===== config.mk =====
export PLATFORM = sky130hd
export DESIGN_NAME = alu_sequencer
export DESIGN_NICKNAME = d
export VERILOG_FILES = /design/src/rtl/alu_sequencer.sv
export SDC_FILE = /design/constraint.sdc
export NUM_CORES = 1
export LEC_CHECK = 0
export ABC_AREA = 1
export ABC_CLOCK_PERIOD_IN_PS = 2990
export CAP_MARGIN = 20
export CORE_MARGIN = 2
export CORE_UTILIZATION = 54
export CTS_CLUSTER_SIZE = 20
export DETAILED_ROUTE_END_ITERATION = 7
export PLACE_DENSITY = 0.82
export SLEW_MARGIN = 20
export SYNTH_ARGS = -nofsm -noshare
export SYNTH_HDL_FRONTEND = slang
export SYNTH_HIERARCHICAL = 1
export SYNTH_SLANG_ARGS = --single-unit

===== constraint.sdc =====
create_clock -name clk -period 2.99 [get_ports clk]
set_input_delay 0.299 -clock clk [delete_from_list [all_inputs] [get_ports clk]]
set_output_delay 0.299 -clock clk [all_outputs]
set_load 0.005 [all_outputs]

===== src/rtl/alu_sequencer.sv =====
// alu_sequencer: front-panel controller that walks an 8-bit ALU through
// load A, load B and execute from a single debounced step button, and holds
// the captured ALU result for the seven-segment display path.

// Button front end: 2-FF synchronizer, stable-level debouncer and a
// one-cycle event on each accepted 0->1 transition of the debounced level.
module alu_sequencer_debounce #(
    parameter int unsigned CYCLES = 250000
) (
    input  logic clk,
    input  logic rst_n,
    input  logic btn,
    output logic rise_ev
);

    localparam int unsigned CW = (CYCLES > 1) ? $clog2(CYCLES) : 1;
    localparam logic [CW-1:0] LAST = CW'(CYCLES - 1);

    logic [1:0]    sync_q, sync_d;
    logic          level_q, level_d;
    logic [CW-1:0] cnt_q, cnt_d;

    // Synchronizer shift and candidate-level counter.
    always_comb begin
        sync_d  = {sync_q[0], btn};
        level_d = level_q;
        cnt_d   = cnt_q;
        rise_ev = 1'b0;
        if (sync_q[1] == level_q) begin
            cnt_d = '0;
        end else if (cnt_q == LAST) begin
            // The new level has now been seen for CYCLES consecutive clocks.
            level_d = sync_q[1];
            cnt_d   = '0;
            rise_ev = sync_q[1];
        end else begin
            cnt_d = cnt_q + CW'(1);
        end
    end

    // Debouncer state registers.
    always_ff @(posedge clk or negedge rst_n) begin
        if (!rst_n) begin
            sync_q  <= '0;
            level_q <= 1'b0;
            cnt_q   <= '0;
        end else begin
            sync_q  <= sync_d;
            level_q <= level_d;
            cnt_q   <= cnt_d;
        end
    end

endmodule

module alu_sequencer #(
    parameter int unsigned DEBOUNCE_CYCLES = 250000,
    parameter int unsigned ALU_LATENCY     = 1,
    parameter logic [3:0]  OP_LOAD_A       = 4'hE,
    parameter logic [3:0]  OP_LOAD_B       = 4'hF
) (
    input  logic       clk,
    input  logic       reset,
    input  logic       btn_step,
    input  logic       btn_clear,
    input  logic [7:0] sw_data,
    input  logic [3:0] sw_op,
    output logic [7:0] alu_data,
    output logic [3:0] alu_select,
    output logic       alu_perform,
    input  logic [7:0] alu_y,
    output logic [7:0] result,
    output logic [2:0] phase,
    output logic       done
);

    localparam int unsigned LW = $clog2(ALU_LATENCY + 1);
    localparam logic [LW-1:0] LAT_LOAD = LW'(ALU_LATENCY);

    typedef enum logic [2:0] {
        WAIT_A  = 3'd0,
        WAIT_B  = 3'd1,
        WAIT_OP = 3'd2,
        EXEC    = 3'd3,
        SHOW    = 3'd4
    } state_e;

    logic [1:0]    rst_sync_q, rst_sync_d;
    logic          rst_n;
    logic          step_ev;
    logic          clear_ev;

    state_e        state_q, state_d;
    logic [7:0]    alu_data_q, alu_data_d;
    logic [3:0]    alu_select_q, alu_select_d;
    logic          alu_perform_q, alu_perform_d;
    logic [7:0]    result_q, result_d;
    logic          done_q, done_d;
    logic [LW-1:0] lat_cnt_q, lat_cnt_d;

    // Reset synchronizer: assertion takes effect immediately, release is
    // aligned to clk so no flop sees reset removal near an edge.
    always_comb begin
        rst_sync_d = {rst_sync_q[0], 1'b1};
    end

    // Reset synchronizer registers.
    always_ff @(posedge clk or negedge reset) begin
        if (!reset) begin
            rst_sync_q <= '0;
        end else begin
            rst_sync_q <= rst_sync_d;
        end
    end

    assign rst_n = rst_sync_q[1];

    alu_sequencer_debounce #(
        .CYCLES (DEBOUNCE_CYCLES)
    ) u_step_db (
        .clk     (clk),
        .rst_n   (rst_n),
        .btn     (btn_step),
        .rise_ev (step_ev)
    );

    alu_sequencer_debounce #(
        .CYCLES (DEBOUNCE_CYCLES)
    ) u_clear_db (
        .clk     (clk),
        .rst_n   (rst_n),
        .btn     (btn_clear),
        .rise_ev (clear_ev)
    );

    // Next-state and command logic; clear takes priority over any step.
    always_comb begin
        state_d       = state_q;
        alu_data_d    = alu_data_q;
        alu_select_d  = alu_select_q;
        alu_perform_d = 1'b0;
        result_d      = result_q;
        done_d        = done_q;
        lat_cnt_d     = lat_cnt_q;

        if (clear_ev) begin
            state_d  = WAIT_A;
            done_d   = 1'b0;
            result_d = '0;
        end else begin
            case (state_q)
                WAIT_A: begin
                    if (step_ev) begin
                        alu_data_d    = sw_data;
                        alu_select_d  = OP_LOAD_A;
                        alu_perform_d = 1'b1;
                        state_d       = WAIT_B;
                    end
                end
                WAIT_B: begin
                    if (step_ev) begin
                        alu_data_d    = sw_data;
                        alu_select_d  = OP_LOAD_B;
                        alu_perform_d = 1'b1;
                        state_d       = WAIT_OP;
                    end
                end
                WAIT_OP: begin
                    if (step_ev) begin
                        alu_select_d  = sw_op;
                        alu_perform_d = 1'b1;
                        lat_cnt_d     = LAT_LOAD;
                        state_d       = EXEC;
                    end
                end
                EXEC: begin
                    // Counter is ALU_LATENCY in the perform cycle, so the
                    // zero cycle is exactly ALU_LATENCY cycles later.
                    if (lat_cnt_q == '0) begin
                        result_d = alu_y;
                        done_d   = 1'b1;
                        state_d  = SHOW;
                    end else begin
                        lat_cnt_d = lat_cnt_q - LW'(1);
                    end
                end
                SHOW: begin
                    if (step_ev) begin
                        done_d  = 1'b0;
                        state_d = WAIT_A;
                    end
                end
                default: begin
                    state_d = WAIT_A;
                end
            endcase
        end
    end

    // Sequencer state registers.
    always_ff @(posedge clk or negedge rst_n) begin
        if (!rst_n) begin
            state_q       <= WAIT_A;
            alu_data_q    <= '0;
            alu_select_q  <= '0;
            alu_perform_q <= 1'b0;
            result_q      <= '0;
            done_q        <= 1'b0;
            lat_cnt_q     <= '0;
        end else begin
            state_q       <= state_d;
            alu_data_q    <= alu_data_d;
            alu_select_q  <= alu_select_d;
            alu_perform_q <= alu_perform_d;
            result_q      <= result_d;
            done_q        <= done_d;
            lat_cnt_q     <= lat_cnt_d;
        end
    end

    assign alu_data    = alu_data_q;
    assign alu_select  = alu_select_q;
    assign alu_perform = alu_perform_q;
    assign result      = result_q;
    assign phase       = state_q;
    assign done        = done_q;

endmodule


==> out/metrics.yaml, run 1 <==
outcome:
  status: "finished, final reports clean"
synth:
  synth_fa_ha_area_frac: 0.00722
  syn_nets: 437
  synth_ff_type: "dfrtp_1"
  synth_top_family_by_area: "simple AND/OR/NAND/NOR gates"
  synth.top_cell.area_share: 0.506
  synth_warnings: 6
  synth_top_cell_by_area: "dfrtp_1"
  ys_top_cells_by_count: "dfrtp_1 (70), nand2_1 (70), nor2_1 (67)"
  netlist_area_mm2: 0.00346
  synth-edff-count: 0
  synth.distinct_cells: 28
  synth_area_per_cell_um2: 8.43
  synth_compound_area_frac: 0.0639
  synth.area.top_cells: "dfrtp_1 (51%), nand2_1 (7.6%), nor2_1 (7.3%)"
  yosys-mux-area-fraction: 0
  synth-seq-cells: 70
  synthSimpleGateAreaFrac: 0.301
  async_reset_ff_frac: 1.00
  netlist_instances: 411
  synthXorXnorAreaFrac: 0.0455
  yosysSeqAreaShare: 0.506
placed_design:
  place_area_mm2: 0.00401
  gp_congestion: 0.857
  dp_cells: 533
  dp_worst_setup_slack_ns: 0.767
  hpwl_mm: 4.87
  portBuffers: 48
setup_path:
  worstPathRequired_ns: 3.25
  crit_path_start_kind: "flip-flop"
  critical_path_arrival_ns: 2.57
  slowest_delay_ns: 0.40
  path_cells: "ha_1 > nand3_2 > nor3_1 > nand3b_1 > nor2_1 > inv_1 > o21ai_4 > nand3_1 > o21ai_0"
  crit_fanout: 16
  crit_type: "reg2reg"
  slowest_stage: "dfrtp_1"
  critPathCaptureType: "flip-flop"
detailed_routing:
  avgRoutedWirePerCell_um: 12.3
  route.detailed.drc: 0
  first_pass_iters: 5
  routed_via_density: 4.99
  drt-initial-drc-count: 85
  dr_total_vias: 2741
  postRouteWirelength_mm: 6.76
  postRouteAntennaNets: 0
cts:
  ctsHoldBuffers: 0
  postCtsResizedCells: 0
  root_buffer: "clkbuf_8"
  path_clk_slew_ns: 0.07
  postCtsSetupRepairBufs: 0
  clk_latency_ns: 0.34
  cts_tree: "built"
  clkSinkCount: 70
  h-tree-depth: 3
  cts.path.max_buffers: 2
  cts_buffers: 9
global_route:
  grt_first_pass_wirelength_mm: 11.8
  grt_max_degree: 26
  grt_overflow: 0
  grt_pass1_vias: 2684
  grtUsageTotal: 0.209
  antenna_found_initial: 0
worst_hold_path:
  hp-class: "in2async"
layout:
  areaGrowthSynthToFinish_pct: 21.9
  fillers: 502
  diodes: 0
  post-route-util: 0.673
  drive_above_1_share: 0.131
  final_cells: 549
  stdcell_area_mm2: 0.00422
  final_nets: 493
timing:
  fmax_mhz: 433
  tns_ns: 0
  maxSlewHeadroom: 0.615
  fin_skew_ns: 0.00569
  maxSlewViolCount: 0
  rsz0062_at_grt: "no"
  layout_setup_ws_ns: 0.679
  fin_crit_sh: 0.773
  tightest_slew_ns: 0.574
  hold_viol_final: 0
  period_needed_ns: 2.31
  setup_viol: 0
pwr:
  combPwrFrac: 0.050
  ir_drop_mv: 0.322
  power.share.clock: 0.419
  p_switching_uw: 407
  p_per_area_mw_per_mm2: 439
  power.share.switching: 0.220
  seq_power_share: 0.531
  internal_power_uw: 1450
  leakage_uw: 0.00192
floorplanning:
  die_w_um: 84.1
  die_y_um: 84.1
  io_pins: 49
  rows: 29
  die-area_mm2: 0.00707
  coreArea_mm2: 0.00628
  start_util: 0.552
flow_run:
  maxCapViolations: 0
stage by stage:
stage / total power [uW] / hold slack, ns
5_1_grt: 1940 / 0.101
3_3_place_gp: 1090 / 0.249
3_5_place_dp: 1100 / 0.247
4_1_cts: 1870 / 0.106
2_1_floorplan: 1030 / 0.00341
6_report: 1850 / 0.114
cell usage in the layout (no fill, tap or decap), types with 6 or more instances in the layout:
| cell | count |
|---|---|
| nand2_2 | 14 |
| nand2_1 | 70 |
| a21oi_1 | 11 |
| nor2_2 | 6 |
| nor2_4 | 6 |
| dfrtp_1 | 69 |
| xnor2_1 | 8 |
| clkbuf_8 | 11 |
| nor3_1 | 7 |
| nand4_1 | 7 |
| nor2_1 | 67 |
| inv_1 | 51 |
| clkdlybuf4s50_1 | 48 |
| inv_2 | 7 |
| xor2_1 | 10 |
| nand3_2 | 6 |
| nand3_1 | 30 |
| o21ai_0 | 21 |
worst max-delay path, delay by kind of cell, from the launching register on:
family	cells	cell delay, ns
compound gates	2	0.36
fa+ha+maj	1	0.22
buf+inv	1	0.31
flops	1	0.40
simple gates	5	0.94
sequential cells by signal, summed over array words and instances, names as in the netlist:
| name | cells |
|---|---|
| rst_sync_q | 2 |
| u_step_db/cnt_q | 18 |
| u_clear_db/cnt_q | 18 |
| alu_select | 4 |
| alu_data | 8 |
| lat_cnt_q | 1 |
| phase | 3 |
| u_clear_db/sync_q | 2 |
| u_clear_db/level_q | 1 |
| alu_perform | 1 |
| u_step_db/sync_q | 2 |
| done | 1 |
| result | 8 |
| u_step_db/level_q | 1 |
routing by layer:
metal  global-route usage  vias to the layer above  part of all wire
li1                     -                     1401                 -
met1                0.271                     1267              0.44
met2                0.333                       63              0.50
met3               0.0682                       10             0.045
met4               0.0660                        0             0.014
met5                    0                        -                 0
kinds of logic (layout without fill, tap and decap cells):
family	count (synthesis)	in the layout
AOI/OAI and AO/OA	39	39
xor gates and xnor gates	18	18
DFF	70	70
buffers and inverters	63	124
and+or+nand+nor	218	218
adders and majority gates	2	2
other	1	1
final timing paths:
check	from	to	slack, ns	cells past startpoint
setup reg to reg	u_clear_db/cnt_q[0]	result[7]	0.68	9
hold / removal	reset	rst_sync_q[0]	0.11	1
max in group asynchronous	rst_sync_q[1]	u_clear_db/cnt_q[0]	2.04	1
min in group clk	u_step_db/sync_q[0]	u_step_db/sync_q[1]	0.35	0
setup / recovery	u_clear_db/cnt_q[0]	result[7]	0.68	9
hold reg to reg	rst_sync_q[1]	alu_data[3]	0.24	0
area by class of cell:
class	instances	area, um^2	share of cell area
sequential	70	1750	0.415
multi-input combinational	278	1450	0.344
timing repair buffer	50	495	0.117
inverter	58	218	0.0516
clock buffer	11	151	0.0359
tap	77	96.3	0.0228
clock inverter	5	57.6	0.0136
power by group through the flow:
| stage | Clock [uW] | Combinational (uW) | Sequential, uW |
|---|---|---|---|
| after floorplan | 0 | 26.4 | 1010 |
| after global placement | 0 | 91.8 | 1000 |
| after detailed placement | 0 | 94.1 | 1000 |
| after CTS | 796 | 94.7 | 983 |
| after global routing | 847 | 104 | 986 |
| final | 777 | 92.5 | 983 |
Note: power is estimated with default switching activity, not from simulation.
==> inputs of run 2 (changes only) <==
--- a/config.mk
+++ b/config.mk
@@ -6,13 +6,13 @@
 export NUM_CORES = 1
 export LEC_CHECK = 0
 export ABC_AREA = 1
-export ABC_CLOCK_PERIOD_IN_PS = 2990
+export ABC_CLOCK_PERIOD_IN_PS = 2100
 export CAP_MARGIN = 20
 export CORE_MARGIN = 2
-export CORE_UTILIZATION = 54
+export CORE_UTILIZATION = 49
 export CTS_CLUSTER_SIZE = 20
 export DETAILED_ROUTE_END_ITERATION = 7
-export PLACE_DENSITY = 0.82
+export PLACE_DENSITY = 0.79
 export SLEW_MARGIN = 20
 export SYNTH_ARGS = -nofsm -noshare
 export SYNTH_HDL_FRONTEND = slang
==> constraint.sdc (replaced) <==
create_clock -name clk -period 2.1 [get_ports clk]
set_input_delay 0.21 -clock clk [delete_from_list [all_inputs] [get_ports clk]]
set_output_delay 0.21 -clock clk [all_outputs]
set_load 0.005 [all_outputs]
==> run 2 against run 1 <==
Sequential share of layout area fell by 1.2 points; largest cell class unchanged; register-to-register slack worse by 0.50 ns; fmax increased by 20%; critical path depth grew 2; worst setup slack worse by 0.50 ns.
==> out/metrics.yaml, run 2 (same netlist as run 1, synthesis figures left out) <==
outcome:
  status: "finished, final reports clean"
cts:
  cts_tree: "built"
  cts_buffers: 9
  ctsHoldBuffers: 0
  h-tree-depth: 3
  clk_latency_ns: 0.34
  root_buffer: "clkbuf_8"
  path_clk_slew_ns: 0.07
  cts.path.max_buffers: 2
  clkSinkCount: 70
placed_design:
  dp_cells: 554
  place_area_mm2: 0.00407
  gp_congestion: 0.860
  portBuffers: 48
  hpwl_mm: 4.83
  dp_worst_setup_slack_ns: 0.00663
timing:
  period_needed_ns: 1.92
  hold_viol_final: 0
  fin_crit_sh: 0.916
  fmax_mhz: 520
  maxSlewHeadroom: 0.611
  maxSlewViolCount: 0
  setup_viol: 0
  tightest_slew_ns: 0.580
  layout_setup_ws_ns: 0.176
  fin_skew_ns: 0.0121
floorplanning:
  die-area_mm2: 0.00776
  io_pins: 49
  die_w_um: 88.1
  coreArea_mm2: 0.00683
  die_y_um: 88.1
  start_util: 0.507
  rows: 30
detailed_routing:
  first_pass_iters: 4
  postRouteAntennaNets: 0
  dr_total_vias: 2781
  drt-initial-drc-count: 119
  postRouteWirelength_mm: 6.80
  avgRoutedWirePerCell_um: 11.9
  routed_via_density: 4.84
  route.detailed.drc: 0
layout:
  final_cell_mix: "nand2_1 (69), dfrtp_1 (69), nor2_1 (65)"
  stdcell_area_mm2: 0.00434
  final_cells: 574
  drive_above_1_share: 0.153
  reg_top3: "u_clear_db/cnt_q (18), u_step_db/cnt_q (18)"
  final_nets: 499
  post-route-util: 0.636
  areaGrowthSynthToFinish_pct: 25.4
  diodes: 0
pwr:
  finalPower_uw: 2710
  ir_drop_mv: 0.643
  p_per_area_mw_per_mm2: 623
  leakage_uw: 0.00195
setup_path:
  worstSetupStartpoint: "u_clear_db/cnt_q[0]"
  slowest_stage: "dfrtp_1"
  crit_type: "reg2reg"
  slowest_delay_ns: 0.39
  crit_fanout: 5
  worstReg2RegStart: "u_clear_db/cnt_q[0]"
  critical_path_arrival_ns: 2.15
  path_cells: "ha_1 > nand3_2 > nor3_2 > nand3b_1 > nor2_1 > buf_4 > nor2_1 > nand2_1 > nand3_1 > nand2_1 > nand2_1"
  crit_path_start_kind: "flip-flop"
  worstPathRequired_ns: 2.33
  crit_top_cell: "nand2_1"
  critPathCaptureType: "flip-flop"
global_route:
  antenna_found_initial: 0
  grt_first_pass_wirelength_mm: 11.5
  grt_max_degree: 46
  grt_overflow: 0
  grt_pass1_vias: 2714
  grtUsageTotal: 0.188
flow_run:
  maxCapViolations: 0
worst_hold_path:
  hp-class: "in2async"
==> run 2: cell count changes in the layout (fill, tap and decap cells not counted), moves of 2 or more <==
| cell | previous run | this run |
|---|---|---|
| clkbuf_8 | 11 | 9 |
| nor2_1 | 67 | 65 |
| nor3_2 | 0 | 2 |
| nor3_1 | 7 | 5 |
| clkinvlp_4 | 3 | 1 |
| buf_4 | 2 | 6 |
==> run 2: worst max-delay path, delay by kind of cell, from the launching register on <==
family                   cells  cell delay, ns
adder cells (fa/ha/maj)      1            0.21
flip-flops                   1            0.39
buffers and inverters        1            0.18
AND/OR/NAND/NOR              9            1.03
==> run 2: routing by layer <==
layer	global-route usage	up-vias	share of wire
met5	0	-	0
met4	0.0868	0	0.017
met3	0.0424	15	0.039
met2	0.308	53	0.49
met1	0.240	1301	0.45
li1	-	1412	-
==> run 2: final cells by class <==
cell class	count	area (um^2)
Fill cell	561	2490
Sequential cell	70	1750
Multi-Input combinational cell	279	1490
Timing Repair Buffer	55	546
Inverter	58	218
Clock buffer	10	128
Tap cell	96	120
Clock inverter	6	86.3
==> run 2: power breakdown <==
part / switching, uW / internal, uW / total [uW]
logic: 58.6 / 78.9 / 138
clock network: 502 / 667 / 1170
registers: 27.6 / 1370 / 1400
total: 588 / 2120 / 2710
==> run 2: worst paths after layout <==
check                                      endpoint  slack (ns)  cells after the start
worst max-delay path                           done        0.18                     11
worst min-delay path                  rst_sync_q[0]        0.04                      1
worst max register to register                 done        0.18                     11
worst min register to register  u_step_db/cnt_q[16]        0.25                      0
max in group asynchronous       u_clear_db/cnt_q[7]        1.22                      1
min in group clk                u_step_db/sync_q[0]        0.31                      1
==> run 2: repair_timing <==
| action | CTS | global route |
|---|---|---|
| buffers inserted | 0 | 3 |
| endpoints found under the setup margin | 4 | 14 |
| pin swaps | 0 | 2 |
| gates cloned | 0 | 1 |
| gates resized for setup | 0 | 9 |
==> run 2: through the flow <==
stage	hold WS [ns]	setup TNS, ns
finish	0.0370	0
detailed placement	0.281	0
global placement	0.273	0
CTS	0.0238	-0.0406
global route	0.0280	-0.0408
floorplan	-0.0856	0
==> inputs of run 3 (changes only) <==
--- a/config.mk
+++ b/config.mk
@@ -5,14 +5,13 @@
 export SDC_FILE = /design/constraint.sdc
 export NUM_CORES = 1
 export LEC_CHECK = 0
-export ABC_AREA = 1
 export ABC_CLOCK_PERIOD_IN_PS = 2100
 export CAP_MARGIN = 20
-export CORE_MARGIN = 2
-export CORE_UTILIZATION = 49
+export CORE_MARGIN = 4
+export CORE_UTILIZATION = 48
 export CTS_CLUSTER_SIZE = 20
 export DETAILED_ROUTE_END_ITERATION = 7
-export PLACE_DENSITY = 0.79
+export PLACE_DENSITY = 0.78
 export SLEW_MARGIN = 20
 export SYNTH_ARGS = -nofsm -noshare
 export SYNTH_HDL_FRONTEND = slang
==> run 3 against run 2 <==
Critical path depth is 4 lower; sequential power hardly changed; largest cell class unchanged; total power is 8.9% lower; sequential cell count stayed put; synthesized area is 6.6% lower; the run now ends with negative setup slack left; via count is 0.32% lower.
==> out/metrics.yaml, run 3 <==
synth:
  synth_fa_ha_area_frac: 0.00774
  synthSimpleGateAreaFrac: 0.234
  ys_top_cells_by_count: "dfrtp_1 (70), nor2_1 (36), nand2_1 (29)"
  yosysSeqAreaShare: 0.542
  synth-edff-count: 0
  synth_top_family_by_area: "simple AND/OR/NAND/NOR gates"
  synth.distinct_cells: 42
  synth.area.top_cells: "dfrtp_1 (54%), xnor2_1 (5.4%), nor2_1 (4.2%)"
  async_reset_ff_frac: 1.00
  yosys-mux-area-fraction: 0.0476
  netlist_area_mm2: 0.00323
  synth_warnings: 6
  syn_nets: 327
  synth_ff_type: "dfrtp_1"
  synth-seq-cells: 70
  synth.most_common_cell: "dfrtp_1"
  synth_compound_area_frac: 0.0631
  synth_top_cell_by_area: "dfrtp_1"
  synthXorXnorAreaFrac: 0.0812
  netlist_instances: 301
  synth_area_per_cell_um2: 10.7
  synth.top_cell.area_share: 0.542
timing:
  maxSlewHeadroom: 0.629
  fin_skew_ns: 0.0101
  tns_ns: -7.63
  tightest_slew_ns: 0.556
  maxSlewViolCount: 0
  hold_viol_final: 0
  fmax_mhz: 392
  setup_viol: 26
  fin_crit_sh: 1.21
  period_needed_ns: 2.55
  layout_setup_ws_ns: -0.450
  rsz0062_at_grt: "yes"
floorplanning:
  die-area_mm2: 0.00812
  rows: 29
  io_pins: 49
  start_util: 0.501
  coreArea_mm2: 0.00646
  die_y_um: 90.1
  die_w_um: 90.1
pwr:
  leakage_uw: 0.00206
  ir_drop_mv: 0.624
  p_per_area_mw_per_mm2: 519
setup_path:
  crit_top_cell: "or4_4"
  slowest_stage: "or4_4"
  path_cells: "or4_4 > or4_4 > nor3b_4 > inv_2 > nor4_4 > buf_6 > mux2_4"
  critPathCaptureType: "flip-flop"
  critical_path_arrival_ns: 2.78
  crit_path_start_kind: "flip-flop"
  slowest_delay_ns: 0.54
  critPathBufInv: 2
  crit_fanout: 8
  worstPathRequired_ns: 2.33
  crit_type: "reg2reg"
  path_delay_family: "simple AND/OR/NAND/NOR gates"
layout:
  final_cell_mix: "dfrtp_1 (69), buf_4 (65), clkdlybuf4s50_1 (48)"
  reg_top3: "u_clear_db/cnt_q (18), u_step_db/cnt_q (18)"
  diodes: 0
  post-route-util: 0.736
  final_nets: 454
  drive_above_1_share: 0.333
  final_common_cell: "dfrtp_1"
  areaGrowthSynthToFinish_pct: 46.9
worst_hold_path:
  hp-class: "in2async"
detailed_routing:
  first_pass_iters: 4
  routed_via_density: 5.44
  route.detailed.drc: 0
  avgRoutedWirePerCell_um: 15.9
  wl_met3_um: 331
  postRouteWirelength_mm: 8.12
  postRouteAntennaNets: 0
  dr_total_vias: 2772
  dr.max_layer_used: "met4"
  dr_wl_met2_mm: 4.22
  drt-initial-drc-count: 159
  wl_met1_mm: 3.42
global_route:
  grt_max_degree: 69
  grtUsageTotal: 0.197
  antenna_found_initial: 0
  grt_pass1_vias: 2836
  grt_overflow: 0
  grt_first_pass_wirelength_mm: 13.0
cts:
  cts_tree: "built"
  clkSinkCount: 70
  cts.path.max_buffers: 2
  h-tree-depth: 3
  root_buffer: "clkbuf_8"
  ctsHoldBuffers: 0
  clk_latency_ns: 0.35
  cts_buffers: 9
  path_clk_slew_ns: 0.08
placed_design:
  gp_congestion: 0.861
  portBuffers: 48
  hpwl_mm: 5.07
outcome:
  status: "finished with violations"
  violations: "negative setup slack"
flow_run:
  maxCapViolations: 0
==> run 3: changes by cell type after synthesis, moves of 7 or more <==
cell	change
nand2_1	-41
nand2_2	-14
inv_2	-7
nor2_1	-31
inv_1	-44
xnor2_1	+12
nand3_1	-16
o21ai_0	-16
nor4_1	+12
mux2_2	+11
==> run 3: cell families after synthesis <==
logic type | after synthesis
and+or+nand+nor | 140
DFF | 70
xor gates and xnor gates | 30
AOI/OAI and AO/OA | 28
buffers and inverters | 17
muxes | 13
adders and majority gates | 2
other | 1
==> run 3: what timing repair did <==
| action | 4_1_cts | 5_1_grt |
|---|---|---|
| hold endpoints to repair | 0 | 0 |
| gates resized for setup | 25 | 14 |
| pin swaps | 12 | 9 |
| endpoints found under the setup margin | 23 | 26 |
| buffers inserted | 13 | 7 |
==> run 3: power breakdown <==
group          total, uW  switching [uW]  internal (uW)
registers           1380            10.6           1370
logic                146            64.0           82.3
clock network        944             520            424
total               2470             594           1870
==> run 3: area by class of cell <==
cell class              instances  area, um^2
clock buffers                  10         128
clock inverters                 6        38.8
fillers                       413        1710
inverters                       7        26.3
multi-input cells             214        1580
flip-flops and latches         70        1750
well taps                      77        96.3
repair buffers                126        1130
==> run 3: path summary, 6_finish.rpt <==
path,from,to,slack (ns),cells past startpoint
max,u_step_db/cnt_q[11],alu_data[1],-0.45,7
min,reset,rst_sync_q[1],0.02,1
max reg2reg,u_step_db/cnt_q[11],alu_data[1],-0.45,7
min reg2reg,rst_sync_q[1],alu_select[0],0.29,1
max in group asynchronous,rst_sync_q[1],u_step_db/cnt_q[9],1.52,1
min in group clk,btn_clear,u_clear_db/sync_q[0],0.30,1
==> run 3: through the flow <==
stage               hold slack, ns  setup slack [ns]  instances  area [um^2]  power (uW)
finish                      0.0185            -0.450        510         4750        2470
global route               0.00290            -0.530        510         4750        2560
CTS                         0.0126            -0.437        504         4650        2490
detailed placement           0.311            -0.607        477         4300        1550
global placement             0.294            -0.528        477         4300        1540
floorplan                  -0.0856            -0.705        301         3310        1460
==> run 3: worst register-to-register path, delay by kind of cell, from the launching register on <==
| kind | cells | cell delay, ns |
|---|---|---|
| flops | 1 | 0.38 |
| buf+inv | 2 | 0.28 |
| mux | 1 | 0.31 |
| simple gates | 4 | 1.48 |
==> run 3: routing by layer <==
layer	up-vias	GRT usage
met5	-	0
met4	0	0.0918
met3	15	0.0426
met2	66	0.328
met1	1373	0.246
li1	1318	-
